===== src/rtl/lfsr_pkg.sv =====
// Shared LFSR constants: topology selectors, default maximal-length tap masks
// for widths 2..32, and the one-step next-state function used by lfsr_step.
package lfsr_pkg;

    localparam int unsigned MAX_WIDTH = 32;
    localparam int unsigned MODE_FIB  = 0;
    localparam int unsigned MODE_GAL  = 1;

    // Bit i set = state bit i feeds back (polynomial exponent i+1).
    localparam logic [1:0]  TAPS_W2  = 2'h3;
    localparam logic [2:0]  TAPS_W3  = 3'h6;
    localparam logic [3:0]  TAPS_W4  = 4'hC;
    localparam logic [4:0]  TAPS_W5  = 5'h14;
    localparam logic [5:0]  TAPS_W6  = 6'h30;
    localparam logic [6:0]  TAPS_W7  = 7'h60;
    localparam logic [7:0]  TAPS_W8  = 8'hB8;
    localparam logic [8:0]  TAPS_W9  = 9'h110;
    localparam logic [9:0]  TAPS_W10 = 10'h240;
    localparam logic [10:0] TAPS_W11 = 11'h500;
    localparam logic [11:0] TAPS_W12 = 12'hE08;
    localparam logic [12:0] TAPS_W13 = 13'h1C80;
    localparam logic [13:0] TAPS_W14 = 14'h3802;
    localparam logic [14:0] TAPS_W15 = 15'h6000;
    localparam logic [15:0] TAPS_W16 = 16'hB400;
    localparam logic [16:0] TAPS_W17 = 17'h12000;
    localparam logic [17:0] TAPS_W18 = 18'h20400;
    localparam logic [18:0] TAPS_W19 = 19'h72000;
    localparam logic [19:0] TAPS_W20 = 20'h90000;
    localparam logic [20:0] TAPS_W21 = 21'h140000;
    localparam logic [21:0] TAPS_W22 = 22'h300000;
    localparam logic [22:0] TAPS_W23 = 23'h420000;
    localparam logic [23:0] TAPS_W24 = 24'hE10000;
    localparam logic [24:0] TAPS_W25 = 25'h1200000;
    localparam logic [25:0] TAPS_W26 = 26'h2000023;
    localparam logic [26:0] TAPS_W27 = 27'h4000013;
    localparam logic [27:0] TAPS_W28 = 28'h9000000;
    localparam logic [28:0] TAPS_W29 = 29'h14000000;
    localparam logic [29:0] TAPS_W30 = 30'h20000029;
    localparam logic [30:0] TAPS_W31 = 31'h48000000;
    localparam logic [31:0] TAPS_W32 = 32'h80200003;

    // Operands are zero-extended to MAX_WIDTH; callers truncate back to their width.
    function automatic logic [MAX_WIDTH-1:0] lfsr_next(
        input logic [MAX_WIDTH-1:0] state,
        input logic [MAX_WIDTH-1:0] taps,
        input logic                 mode
    );
        logic [MAX_WIDTH-1:0] nxt;
        if (mode) begin
            nxt = (state >> 1) ^ (state[0] ? taps : '0);
        end else begin
            nxt = {state[MAX_WIDTH-2:0], ^(state & taps)};
        end
        return nxt;
    endfunction

endpackage


===== src/rtl/lfsr_step.sv =====
// Combinational LFSR next-state and all-zero detect for one configured width/topology.
module lfsr_step
    import lfsr_pkg::*;
#(
    parameter int unsigned      WIDTH = 8,
    parameter logic [WIDTH-1:0] TAPS  = WIDTH'(8'hB8),
    parameter int unsigned      MODE  = MODE_FIB
) (
    input  logic [WIDTH-1:0] state_i,
    output logic [WIDTH-1:0] next_c_o,
    output logic             zero_c_o
);

    assign next_c_o = WIDTH'(lfsr_next(MAX_WIDTH'(state_i), MAX_WIDTH'(TAPS), MODE == MODE_GAL));
    assign zero_c_o = (state_i == '0);

endmodule


===== src/rtl/lfsr_gen.sv =====
// Parametrised LFSR generator with seed load, lock-up recovery and wrap pulse.
// Define LFSR_PERIOD_CNT_EN to add the step counter and the period output.
module lfsr_gen
    import lfsr_pkg::*;
#(
    parameter int unsigned      WIDTH      = 8,
    parameter logic [WIDTH-1:0] TAPS       = WIDTH'(8'hB8),
    parameter int unsigned      MODE       = MODE_FIB,
    parameter logic [WIDTH-1:0] RESET_SEED = WIDTH'(1)
) (
    input  logic             clk,
    input  logic             reset,
    input  logic             en,
    input  logic             load,
    input  logic [WIDTH-1:0] seed,
    output logic [WIDTH-1:0] state,
    output logic             bit_out,
    output logic             wrap,
    output logic             lockup
`ifdef LFSR_PERIOD_CNT_EN
    ,
    output logic [WIDTH-1:0] period
`endif
);

    if (WIDTH < 2 || WIDTH > MAX_WIDTH) begin : g_bad_width
        $error("lfsr_gen: WIDTH must be in 2..32");
    end
    if (RESET_SEED == '0) begin : g_bad_seed
        $error("lfsr_gen: RESET_SEED must be non-zero");
    end

    logic [WIDTH-1:0] state_q, state_d;
    logic [WIDTH-1:0] start_q, start_d;
    logic             wrap_q, wrap_d;
    logic             lockup_q, lockup_d;
    logic [WIDTH-1:0] next_c;
    logic             zero_c;
`ifdef LFSR_PERIOD_CNT_EN
    logic [WIDTH-1:0] step_cnt_q, step_cnt_d;
    logic [WIDTH-1:0] period_q, period_d;
`endif

    lfsr_step #(
        .WIDTH (WIDTH),
        .TAPS  (TAPS),
        .MODE  (MODE)
    ) u_step (
        .state_i  (state_q),
        .next_c_o (next_c),
        .zero_c_o (zero_c)
    );

    // Priority: load > en > hold; reset overrides everything in the register.
    always_comb begin
        state_d  = state_q;
        start_d  = start_q;
        wrap_d   = 1'b0;
        lockup_d = 1'b0;
`ifdef LFSR_PERIOD_CNT_EN
        step_cnt_d = step_cnt_q;
        period_d   = period_q;
`endif
        if (load) begin
            if (seed == '0) begin
                state_d  = WIDTH'(1);
                start_d  = WIDTH'(1);
                lockup_d = 1'b1;
            end else begin
                state_d = seed;
                start_d = seed;
            end
`ifdef LFSR_PERIOD_CNT_EN
            step_cnt_d = '0;
`endif
        end else if (en) begin
            // A zero state would stick forever; recovery beats wrap evaluation.
            if (zero_c) begin
                state_d  = WIDTH'(1);
                lockup_d = 1'b1;
            end else begin
                state_d = next_c;
                wrap_d  = (next_c == start_q);
            end
`ifdef LFSR_PERIOD_CNT_EN
            if (wrap_d) begin
                period_d   = step_cnt_q + WIDTH'(1);
                step_cnt_d = '0;
            end else begin
                step_cnt_d = step_cnt_q + WIDTH'(1);
            end
`endif
        end
    end

    always_ff @(posedge clk) begin
        if (reset) begin
            state_q  <= RESET_SEED;
            start_q  <= RESET_SEED;
            wrap_q   <= 1'b0;
            lockup_q <= 1'b0;
        end else begin
            state_q  <= state_d;
            start_q  <= start_d;
            wrap_q   <= wrap_d;
            lockup_q <= lockup_d;
        end
    end

`ifdef LFSR_PERIOD_CNT_EN
    always_ff @(posedge clk) begin
        if (reset) begin
            step_cnt_q <= '0;
            period_q   <= '0;
        end else begin
            step_cnt_q <= step_cnt_d;
            period_q   <= period_d;
        end
    end

    assign period = period_q;
`endif

    assign state   = state_q;
    assign bit_out = state_q[WIDTH-1];
    assign wrap    = wrap_q;
    assign lockup  = lockup_q;

endmodule


===== config.mk =====
export PLATFORM = sky130hd
export DESIGN_NAME = lfsr_gen
export DESIGN_NICKNAME = d
export VERILOG_FILES = /design/src/rtl/lfsr_pkg.sv /design/src/rtl/lfsr_step.sv /design/src/rtl/lfsr_gen.sv
export SDC_FILE = /design/constraint.sdc
export NUM_CORES = 1
export LEC_CHECK = 0
export CAP_MARGIN = 10
export CORE_ASPECT_RATIO = 1.25
export CORE_MARGIN = 4
export CORE_UTILIZATION = 38
export CTS_CLUSTER_SIZE = 28
export DETAILED_ROUTE_END_ITERATION = 16
export PLACE_DENSITY = 0.71
export SYNTH_ARGS = -nofsm -noshare
export SYNTH_HDL_FRONTEND = slang
export SYNTH_SLANG_ARGS = --single-unit

===== constraint.sdc =====
create_clock -name clk -period 2.3 [get_ports clk]
set_input_delay 0.23 -clock clk [delete_from_list [all_inputs] [get_ports clk]]
set_output_delay 0.23 -clock clk [all_outputs]
set_load 0.005 [all_outputs]

Word level (Yosys, flattened, before mapping)
Index checks and enable logic that the tools add are counted.
{"block": "op_classes", "mux": 8, "n_reduce_logical": 5, "bitwise": 1, "n_eq_ne": 1}
{"op": "$mux W8", "n": 4}
{"op": "$reduce_xor A32 Y1", "n": 1}
{"op": "$logic_not A8 Y1", "n": 2}
{"op": "$eq A8 B8 Y1", "n": 1}
{"op": "$mux W1", "n": 4}
{"op": "$reduce_or A4 Y1", "n": 1}
{"op": "$reduce_bool A2 Y1", "n": 1}
{"op": "$not A1 Y1", "n": 1}
{"block": "totals", "wordCells": 19, "out_inout_bits": 11, "in_bits": 12, "reg_bits": 18}

Logic depth before layout (Yosys ltp)
Gate-level depths: netlist of the first run.
{"block": "logic_depth", "ltp_word": 4, "ltp_mapped": 6, "depth_no_buf": 6}

Cells and area by module
Synthesis of the first run repeated with hierarchy kept, for this count alone.
{"block": "hier_totals", "cells_unflattened": 112, "area_unflattened_um2": 1051.0}
{"module": "lfsr_gen", "area_each_um2": 938.4, "seq_area_each_um2": 360.3, "n_inst": 1, "cells_each": 98}
{"module": "lfsr_step", "area_each_um2": 112.6, "seq_area_each_um2": 0.0, "n_inst": 1, "cells_each": 14}

Least setup slack after synthesis of the first run
Ideal clock, no wire load.
{"block": "synth_path", "path_type": "register to register", "from": "register state_q[4] (netlist: state[4])", "to": "register state_q[0] (netlist: state[0])", "n_path_buf": 0, "setup_ns": 0.120, "t_arrival_ns": 1.480, "path_stages_with_launch": 7, "synth_period_minus_slack_ns": 1.600, "slack_ns": 0.700, "t_required_ns": 2.180, "path_cell_list": "dfxtp_1 > inv_1 > ha_1 > xor2_1 > xnor2_1 > a211oi_1 > a211o_2"}
{"block": "synth_between", "elab_chain_cells": 4, "word_cells_on_any_way": 5, "cone_classes": "mux: 3; reduce/logical: 2"}
{"element": "start, declared", "line_no": "lfsr_gen.sv:33", "source": "logic [WIDTH-1:0] state_q, state_d;"}
{"element": "start signal, assigned", "line_no": "lfsr_gen.sv:103", "source": "state_q <= state_d;"}
{"element": "$reduce_xor A32 Y1 or $logic_not A8 Y1 (tied branches)", "line_no": "lfsr_pkg.sv:52, lfsr_step.sv:15"}
{"element": "$mux W8 *", "line_no": "lfsr_gen.sv:78", "source": "if (zero_c) begin"}
{"element": "$mux W8 *", "line_no": "lfsr_gen.sv:76", "source": "end else if (en) begin"}
{"element": "$mux W8 *", "line_no": "lfsr_gen.sv:64", "source": "if (load) begin"}
Mark *: on every way between the ends. The rest lies on a longest branch, timed or not. The select of a mux whose other input is x is not followed.
A chain may end at the register's enable or synchronous reset.

Worst setup path after layout of the first run
Ends and elaborated chain as after synthesis.

==> results of run 1 <==
logic make-up after synthesis:
logic type	Yosys count	share of synthesized area [%]
buffers and inverters	8	4.361
flip-flops	18	41.86
AND/OR/NAND/NOR	36	20.06
AO/OA/AOI/OAI	15	10.46
multiplexers	10	11.63
XOR/XNOR	10	10.18
adder cells (fa/ha/maj)	1	1.453
synth_stat cells (2+ instances only):
master and instances:
a211oi_1 2, xnor2_1 2, nor2_1 17, dfxtp_1 18, buf_2 3, a21oi_1 9
nor4_1 3, a31oi_1 2, nor3_1 2, xor2_1 8, nand2_1 4, inv_1 2
nand2b_1 4, mux2i_1 10, nand3_1 3, clkbuf_1 2
worst reg2reg max path: cells and delay by family, from the launching register on:
kind	cells	cell delay [ns]
compound gates	3	0.81
flops	1	0.45
fa+ha+maj	1	0.19
simple gates	1	0.14
buf+inv	1	0.08
path summary, 6_finish.rpt:
kind                                   to  slack (ns)                    start
setup / recovery    state[0]$_SDFFE_PP1P_        0.54    state[4]$_SDFFE_PP0P_
hold / removal    start_q[5]$_SDFFE_PP0P_        0.50  start_q[5]$_SDFFE_PP0P_
setup reg to reg    state[0]$_SDFFE_PP1P_        0.54    state[4]$_SDFFE_PP0P_
hold reg to reg   start_q[5]$_SDFFE_PP0P_        0.50  start_q[5]$_SDFFE_PP0P_
metal layers:
metal / wire length [um] / global-route usage (%) / up-vias
met4: 0 / 5.385 / 0
met3: 94 / 4.116 / 0
met5: 0 / 0 / -
met1: 877 / 17.11 / 343
met2: 982 / 23.88 / 16
li1: - / - / 381
through the flow:
step,cell area [sq um],setup WS [ns],hold WS [ns],util (%)
global route,1149,0.4527,0.5267,52.52
floorplan,860.8,0.6995,0.3727,-
CTS,1149,0.5405,0.4997,52.52
global placement,1112,0.5647,0.4737,50.86
finish,1149,0.5446,0.4974,52.52
detailed placement,1112,0.4691,0.4829,50.86
registers in the layout, summed over array words and instances (netlist names):
register  cells
state         8
wrap          1
lockup        1
start_q       8
where the power goes:
| part | switching, mW | total, mW | internal (mW) |
|---|---|---|---|
| Combinational | 0.0574 | 0.133 | 0.0757 |
| Sequential | 0.0202 | 0.350 | 0.330 |
| Clock | 0.0999 | 0.196 | 0.0964 |
| Total | 0.177 | 0.679 | 0.502 |
area by class of cell:
cell class                 instances  share of cell area (%)
multi-input combinational         72                   40.31
sequential                        18                   31.37
timing repair buffer              25                   21.13
tap                               31                   3.377
clock buffer                       4                   3.159
inverter                           2                  0.6536
==> metrics, run 1 <==
DRC marker count from the first detailed-route iteration=14; CP Class=reg2reg; GRT Resource Usage Total=14.12%; pwr dens=591.5 mW/mm^2; hold_buf cts=0; port bufs=22; sequential area share after synthesis=41.86%; initial antenna violation count=0; core area=0.002187 sq mm; slowest CP cell=dfxtp_1; largest net degree at the start of global routing=18; delay-heaviest family, CP=compound AO/OA/AOI/OAI gates; Netlist cell types=23; Design Power=0.6794 mW; FF/Latch Area=360.3 sq um; Async S/R FF share, synth=0%; Congestion Overflow GR=0; CTS tree=built; post-layout minimum cycle time=1.755 ns; Longest Clk Path Bufs=2; clk_lat worst skew=0.29 ns; clk_skew=0.002888 ns; CTS Buf Count=3; clk slew on worst S/H paths=0.11 ns; unrepaired setup endpoints after global routing=no; status=finished, final reports clean; Leakage=0.4740 nW; IR drop worst, VDD=0.0003193 V; relative slew slack=70.63%; DPL Wire Length=1506 um; IO Pins=23; R2R depth=6; Avg Inst Size Synth=8.784 sq um; HP Class=reg2reg; setup tns final=0 ns; Seq cells post-synth=18; Worst setup SP type=flop; Worst path max stage delay=0.45 ns; yosys warns=0; P&R area growth vs syn=33.43%; ANT cells=0; synthesized area=860.8 sq um; share of cells above drive strength 1=6.612%; area of the multi-input gates=462.9 sq um; Final Non-Filler Cells=152; Hold Violations, Final=0; Routability Congestion=0.9178; Hold Path Cell Cnt=2; Synth area leader=dfxtp_1; routed vias/inst=4.868; CP cell instances=inv_1, ha_1, nor4b_1, a21oi_1, a211oi_1, a211o_2; commonest non-fill, non-tap cells in the layout=22 x clkdlybuf4s50_1, 18 x dfxtp_1, 17 x nor2_1; Top FF cell, synth=dfxtp_1; drt first pass iters=4; vias in the first global route=733; crit end category=flop; buffers and inverters on the worst path=1; H-tree levels=1; Initial Util=39.36%; Die Span Y=61.22 um; Tcrit/Tclk final=76.32%; first-pass GRT wire length=3325 um; Req. time, crit path=2.49 ns; DR vias=740; fin. max-slew vios=0; max_cap viols=0; DIE AREA=0.003096 sq mm; Layout fillers=221; final setup violating endpoints=0; nets=135; post-CTS setup repair buffer count=0; routed wire length=1954 um; post-route ant nets=0; CTS Sinks=18; post-synth top area share=41.86%; crit path max fanout=5; Worst EP arrival=1.95 ns; instance count of the mapped netlist=98; Resized Gates After CTS=0; Inst Count DP=148; # rows=19; CP Depth=6; drt drc=0; Slew @ Worst Pin=0.4365 ns; Chip Width=50.57 um; CTS Root Buffer Type=clkbuf_4; f_max=0.5697 GHz; commonest non-fill, non-tap cell in the layout=clkdlybuf4s50_1; Mapped Nets=111; routed len/inst=12.86 um; Post-synth EDFFs=0; synth top area cells=dfxtp_1 42%, mux2i_1 12%, xor2_1 8.1%
(Power assumes the default switching activity.)
==> run 2: changes to the inputs <==
==> constraint.sdc (replaced) <==
create_clock -name clk -period 1.75 [get_ports clk]
set_input_delay 0.175 -clock clk [delete_from_list [all_inputs] [get_ports clk]]
set_output_delay 0.175 -clock clk [all_outputs]
set_load 0.005 [all_outputs]
==> run 2 against run 1 <==
Against the previous run: combinational power increased by 44%; utilization increased by 1.5 points; via count increased by 4.3%; first-iteration DRC count decreased by 21%; cell area increased by 2.8%; register-to-register slack got worse by 0.46 ns; critical path depth unchanged; critical endpoint unchanged; largest power group unchanged.
==> metrics, run 2 (synthesized netlist as in run 1, its figures left out) <==
hold_buf cts=0; pre-CTS setup slack=0.08392 ns; CP Class=reg2reg; DPL Wire Length=1653 um; Chip Width=50.57 um; Worst setup SP type=flop; Worst EP arrival=1.86 ns; IO Pins=23; Design Power=0.8544 mW; HP Class=reg2reg; post-route ant nets=0; commonest non-fill, non-tap cell in the layout=clkdlybuf4s50_1; crit path max fanout=5; crit end category=flop; largest net degree at the start of global routing=18; clk_lat worst skew=0.29 ns; H-tree levels=1; Routability Congestion=0.8738; final hold slack=0.4899 ns; Final Non-Filler Cells=157; max_cap viols=0; relative slew slack=77.76%; initial antenna violation count=0; CTS Sinks=18; Initial Util=39.36%; clk slew on worst S/H paths=0.10 ns; fin. max-slew vios=0; Leakage=0.4970 nW; GRT Resource Usage Total=15.40%; status=finished, final reports clean; ANT cells=0; placed instance area=0.001157 sq mm; Die Span Y=61.22 um; setup tns final=0 ns; routed vias/inst=4.917; CTS tree=built; final worst slack=0.08097 ns; drt drc=0; first-pass GRT wire length=3450 um; CTS Root Buffer Type=clkbuf_4; routed wire length=2107 um; f_max=0.5992 GHz; unrepaired setup endpoints after global routing=no; final setup violating endpoints=0; drt first pass iters=4; pwr dens=723.3 mW/mm^2; clk_skew=0.001541 ns; share of cells above drive strength 1=11.11%; Longest Clk Path Bufs=2; Tcrit/Tclk final=95.37%; post-layout minimum cycle time=1.669 ns; Slew @ Worst Pin=0.3305 ns; nets=141; Congestion Overflow GR=0; vias in the first global route=765; Design Area, Final=0.001181 sq mm; Hold Violations, Final=0; port bufs=22; routed len/inst=13.42 um; Layout fillers=216; P&R area growth vs syn=37.21%; DRC marker count from the first detailed-route iteration=11; Inst Count DP=154; commonest non-fill, non-tap cells in the layout=22 x clkdlybuf4s50_1, 17 x nor2_1, 17 x dfxtp_1; Req. time, crit path=1.94 ns; DR vias=772; DIE AREA=0.003096 sq mm; core area=0.002187 sq mm; # rows=19; IR drop worst, VDD=0.0007324 V; Util after Layout=54.00%; CTS Buf Count=3
run 2: changes by cell type in the layout (fill, tap and decap cells not counted), sizes merged:
| cell | before | now |
|---|---|---|
| buf | 3 | 9 |
| clkbuf | 4 | 3 |
run 2: per-layer routing:
metal / global-route usage (%) / vias up / wire, um / part of all wire [%]
met5: 0 / - / 0 / 0
met1: 16.79 / 358 / 915 / 43
met4: 9.615 / 0 / 46 / 2.2
met2: 27.24 / 18 / 1052 / 50
met3: 3.632 / 4 / 93 / 4.4
li1: - / 392 / - / -
run 2: worst paths after layout:
check                                 end  cells after the start  slack [ns]               startpoint
hold reg to reg   start_q[5]$_SDFFE_PP0P_                      2        0.49  start_q[5]$_SDFFE_PP0P_
setup reg to reg    state[0]$_SDFFE_PP1P_                      6        0.08    state[5]$_SDFFE_PP0P_
setup / recovery    state[0]$_SDFFE_PP1P_                      6        0.08    state[5]$_SDFFE_PP0P_
hold / removal    start_q[5]$_SDFFE_PP0P_                      2        0.49  start_q[5]$_SDFFE_PP0P_
run 2: power breakdown:
part	internal (mW)	total (mW)	switching, mW	leakage [nW]
Combinational	0.109	0.192	0.0827	0.334
Clock	0.0802	0.204	0.124	0.0138
Sequential	0.434	0.459	0.0250	0.149
run 2: layout make-up:
cell class	instances	area (sq um)	share of cell area [%]
inverter	2	7.507	0.6356
tap	31	38.79	3.284
timing repair buffer	31	287.8	24.36
clock buffer	3	22.52	1.907
multi-input combinational	72	462.9	39.20
sequential	18	361.6	30.61
run 2: timing repair:
item | 4_1_cts | 5_1_grt
setup buffers | 0 | 0
setup endpoints to repair | 0 | 1
gates resized for setup | 0 | 1
run 2: worst max-delay path, stage by stage, from the launching register on:
cell	delay, ns
dfxtp_2	0.37
inv_1	0.05
ha_1	0.28
xor2_1	0.16
xnor2_1	0.28
a211oi_1	0.13
a211o_2	0.30
==> run 3: changes to the inputs <==
==> constraint.sdc (replaced) <==
create_clock -name clk -period 1.9 [get_ports clk]
set_input_delay 0.19 -clock clk [delete_from_list [all_inputs] [get_ports clk]]
set_output_delay 0.19 -clock clk [all_outputs]
set_load 0.005 [all_outputs]
==> run 3 against run 2 <==
Against the previous run: sequential cell count did not move; first-iteration DRC count rose by 36%; setup slack improved by 0.076 ns; utilization fell by 0.46 points; global-route usage fell by 0.47 points; maximum frequency fell by 4.2%; clock power rose by 18%; critical path type unchanged; critical endpoint unchanged.
==> metrics, run 3 (synthesized netlist as in run 1, its figures left out) <==
fin. max-slew vios=0; Worst EP arrival=1.94 ns; post-route ant nets=0; Chip Width=50.57 um; Die Span Y=61.22 um; Req. time, crit path=2.10 ns; slowest CP cell=dfxtp_1; vias in the first global route=727; IO Pins=23; HP Class=reg2reg; Worst path max stage delay=0.42 ns; final setup violating endpoints=0; critical path launch point=state[4]$_SDFFE_PP0P_; buffers and inverters on the worst path=1; Resized Gates After CTS=0; CTS tree=built; pwr dens=712.9 mW/mm^2; relative slew slack=75.33%; met2 Use GR=25.19%; FF/Latch Area=360.3 sq um; f_max=0.5738 GHz; Congestion Overflow GR=0; DIE AREA=0.003096 sq mm; share of cells above drive strength 1=8.871%; largest net degree at the start of global routing=18; CTS Sinks=18; Inst Count DP=151; setup tns final=0 ns; P&R area growth vs syn=36.05%; Final Non-Filler Cells=155; routed wire length=2034 um; crit end category=flop; DPL Wire Length=1524 um; # rows=19; first-pass GRT wire length=3401 um; drt first pass iters=4; core area=0.002187 sq mm; global-route track usage on met3=3.148%; status=finished, final reports clean; routed len/inst=13.12 um; DR vias=773; CP Class=reg2reg; Worst setup SP type=flop; Tcrit/Tclk final=91.72%; initial antenna violation count=0; routed vias/inst=4.987; IR drop worst, VDD=0.0004241 V; max_cap viols=0; crit path max fanout=5; drt drc=0; GRT Resource Usage Total=14.93%; Layout fillers=215; Top Usage Layer GRT=met2; Initial Util=39.36%; clk slew on worst S/H paths=0.10 ns; clk_lat worst skew=0.30 ns; clk_skew=0.004225 ns; DRC marker count from the first detailed-route iteration=15; post-CTS setup repair buffer count=0; nets=138; Routability Congestion=0.8422; Hold Violations, Final=0; ANT cells=0; Slew @ Worst Pin=0.3689 ns; unrepaired setup endpoints after global routing=no; commonest non-fill, non-tap cell in the layout=clkdlybuf4s50_1; delay-heaviest family, CP=XOR/XNOR gates; met1 track demand over resource=17.95%; Longest Clk Path Bufs=2; CTS Root Buffer Type=clkbuf_4; H-tree levels=1; post-layout minimum cycle time=1.743 ns; port bufs=22; Leakage=0.4885 nW; CP cell instances=inv_1, ha_1, xor2_1, xnor2_1, a211oi_1, a211o_2; commonest non-fill, non-tap cells in the layout=22 x clkdlybuf4s50_1, 18 x dfxtp_1, 17 x nor2_1; hold_buf cts=0; area of the multi-input gates=462.9 sq um; CTS Buf Count=3; hold_sp=start_q[5]$_SDFFE_PP0P_; Util after Layout=53.55%; worst r2r src=state[4]$_SDFFE_PP0P_
[run 3: cell types whose count changed in the layout (fill, tap and decap cells not counted), sizes merged]
| cell | change |
|---|---|
| clkbuf | +1 |
| buf | -3 |
[run 3: area by class of cell]
cell class | count | share of cell area [%]
Inverter | 2 | 0.6410
Tap cell | 31 | 3.312
Timing Repair Buffer | 28 | 22.65
Multi-Input combinational cell | 72 | 39.53
Clock buffer | 4 | 3.098
Sequential cell | 18 | 30.77
[run 3: worst reg2reg max path, stage by stage, from the launching register on]
cell and delay [ns]:
dfxtp_1 0.42, inv_1 0.07, ha_1 0.30, xor2_1 0.16
xnor2_1 0.28, a211oi_1 0.12, a211o_2 0.31
[run 3: per-stage QoR]
stage | setup slack [ns] | power (mW) | hold WS (ns) | instance area (sq um)
after global placement | 0.2275 | 0.5995 | 0.4741 | 1135
after detailed placement | 0.2252 | 0.6009 | 0.4774 | 1135
after CTS | 0.1652 | 0.8379 | 0.4944 | 1171
after global routing | 0.08423 | 0.8840 | 0.5302 | 1171
final | 0.1573 | 0.8349 | 0.4924 | 1171
after floorplan | 0.2995 | 0.5194 | 0.3327 | 860.8
[run 3: final timing paths]
path                                           endpoint  slack (ns)  cells after the start
worst max-delay path              state[0]$_SDFFE_PP1P_        0.16                      6
worst min-delay path            start_q[5]$_SDFFE_PP0P_        0.49                      2
worst max register to register    state[0]$_SDFFE_PP1P_        0.16                      6
worst min register to register  start_q[5]$_SDFFE_PP0P_        0.49                      2
[run 3: power breakdown]
group | leakage [nW] | switching, mW | internal [mW]
clock network | 0.0210 | 0.124 | 0.117
registers | 0.148 | 0.0240 | 0.399
logic | 0.319 | 0.0743 | 0.0963
total | 0.488 | 0.222 | 0.612
[run 3: routing by layer]
layer / routed length (um) / share of wire [%] / vias up
met1: 927 / 46 / 361
met4: 18 / 0.88 / 0
met2: 979 / 48 / 24
met3: 109 / 5.4 / 2
li1: - / - / 386
met5: 0 / 0 / -
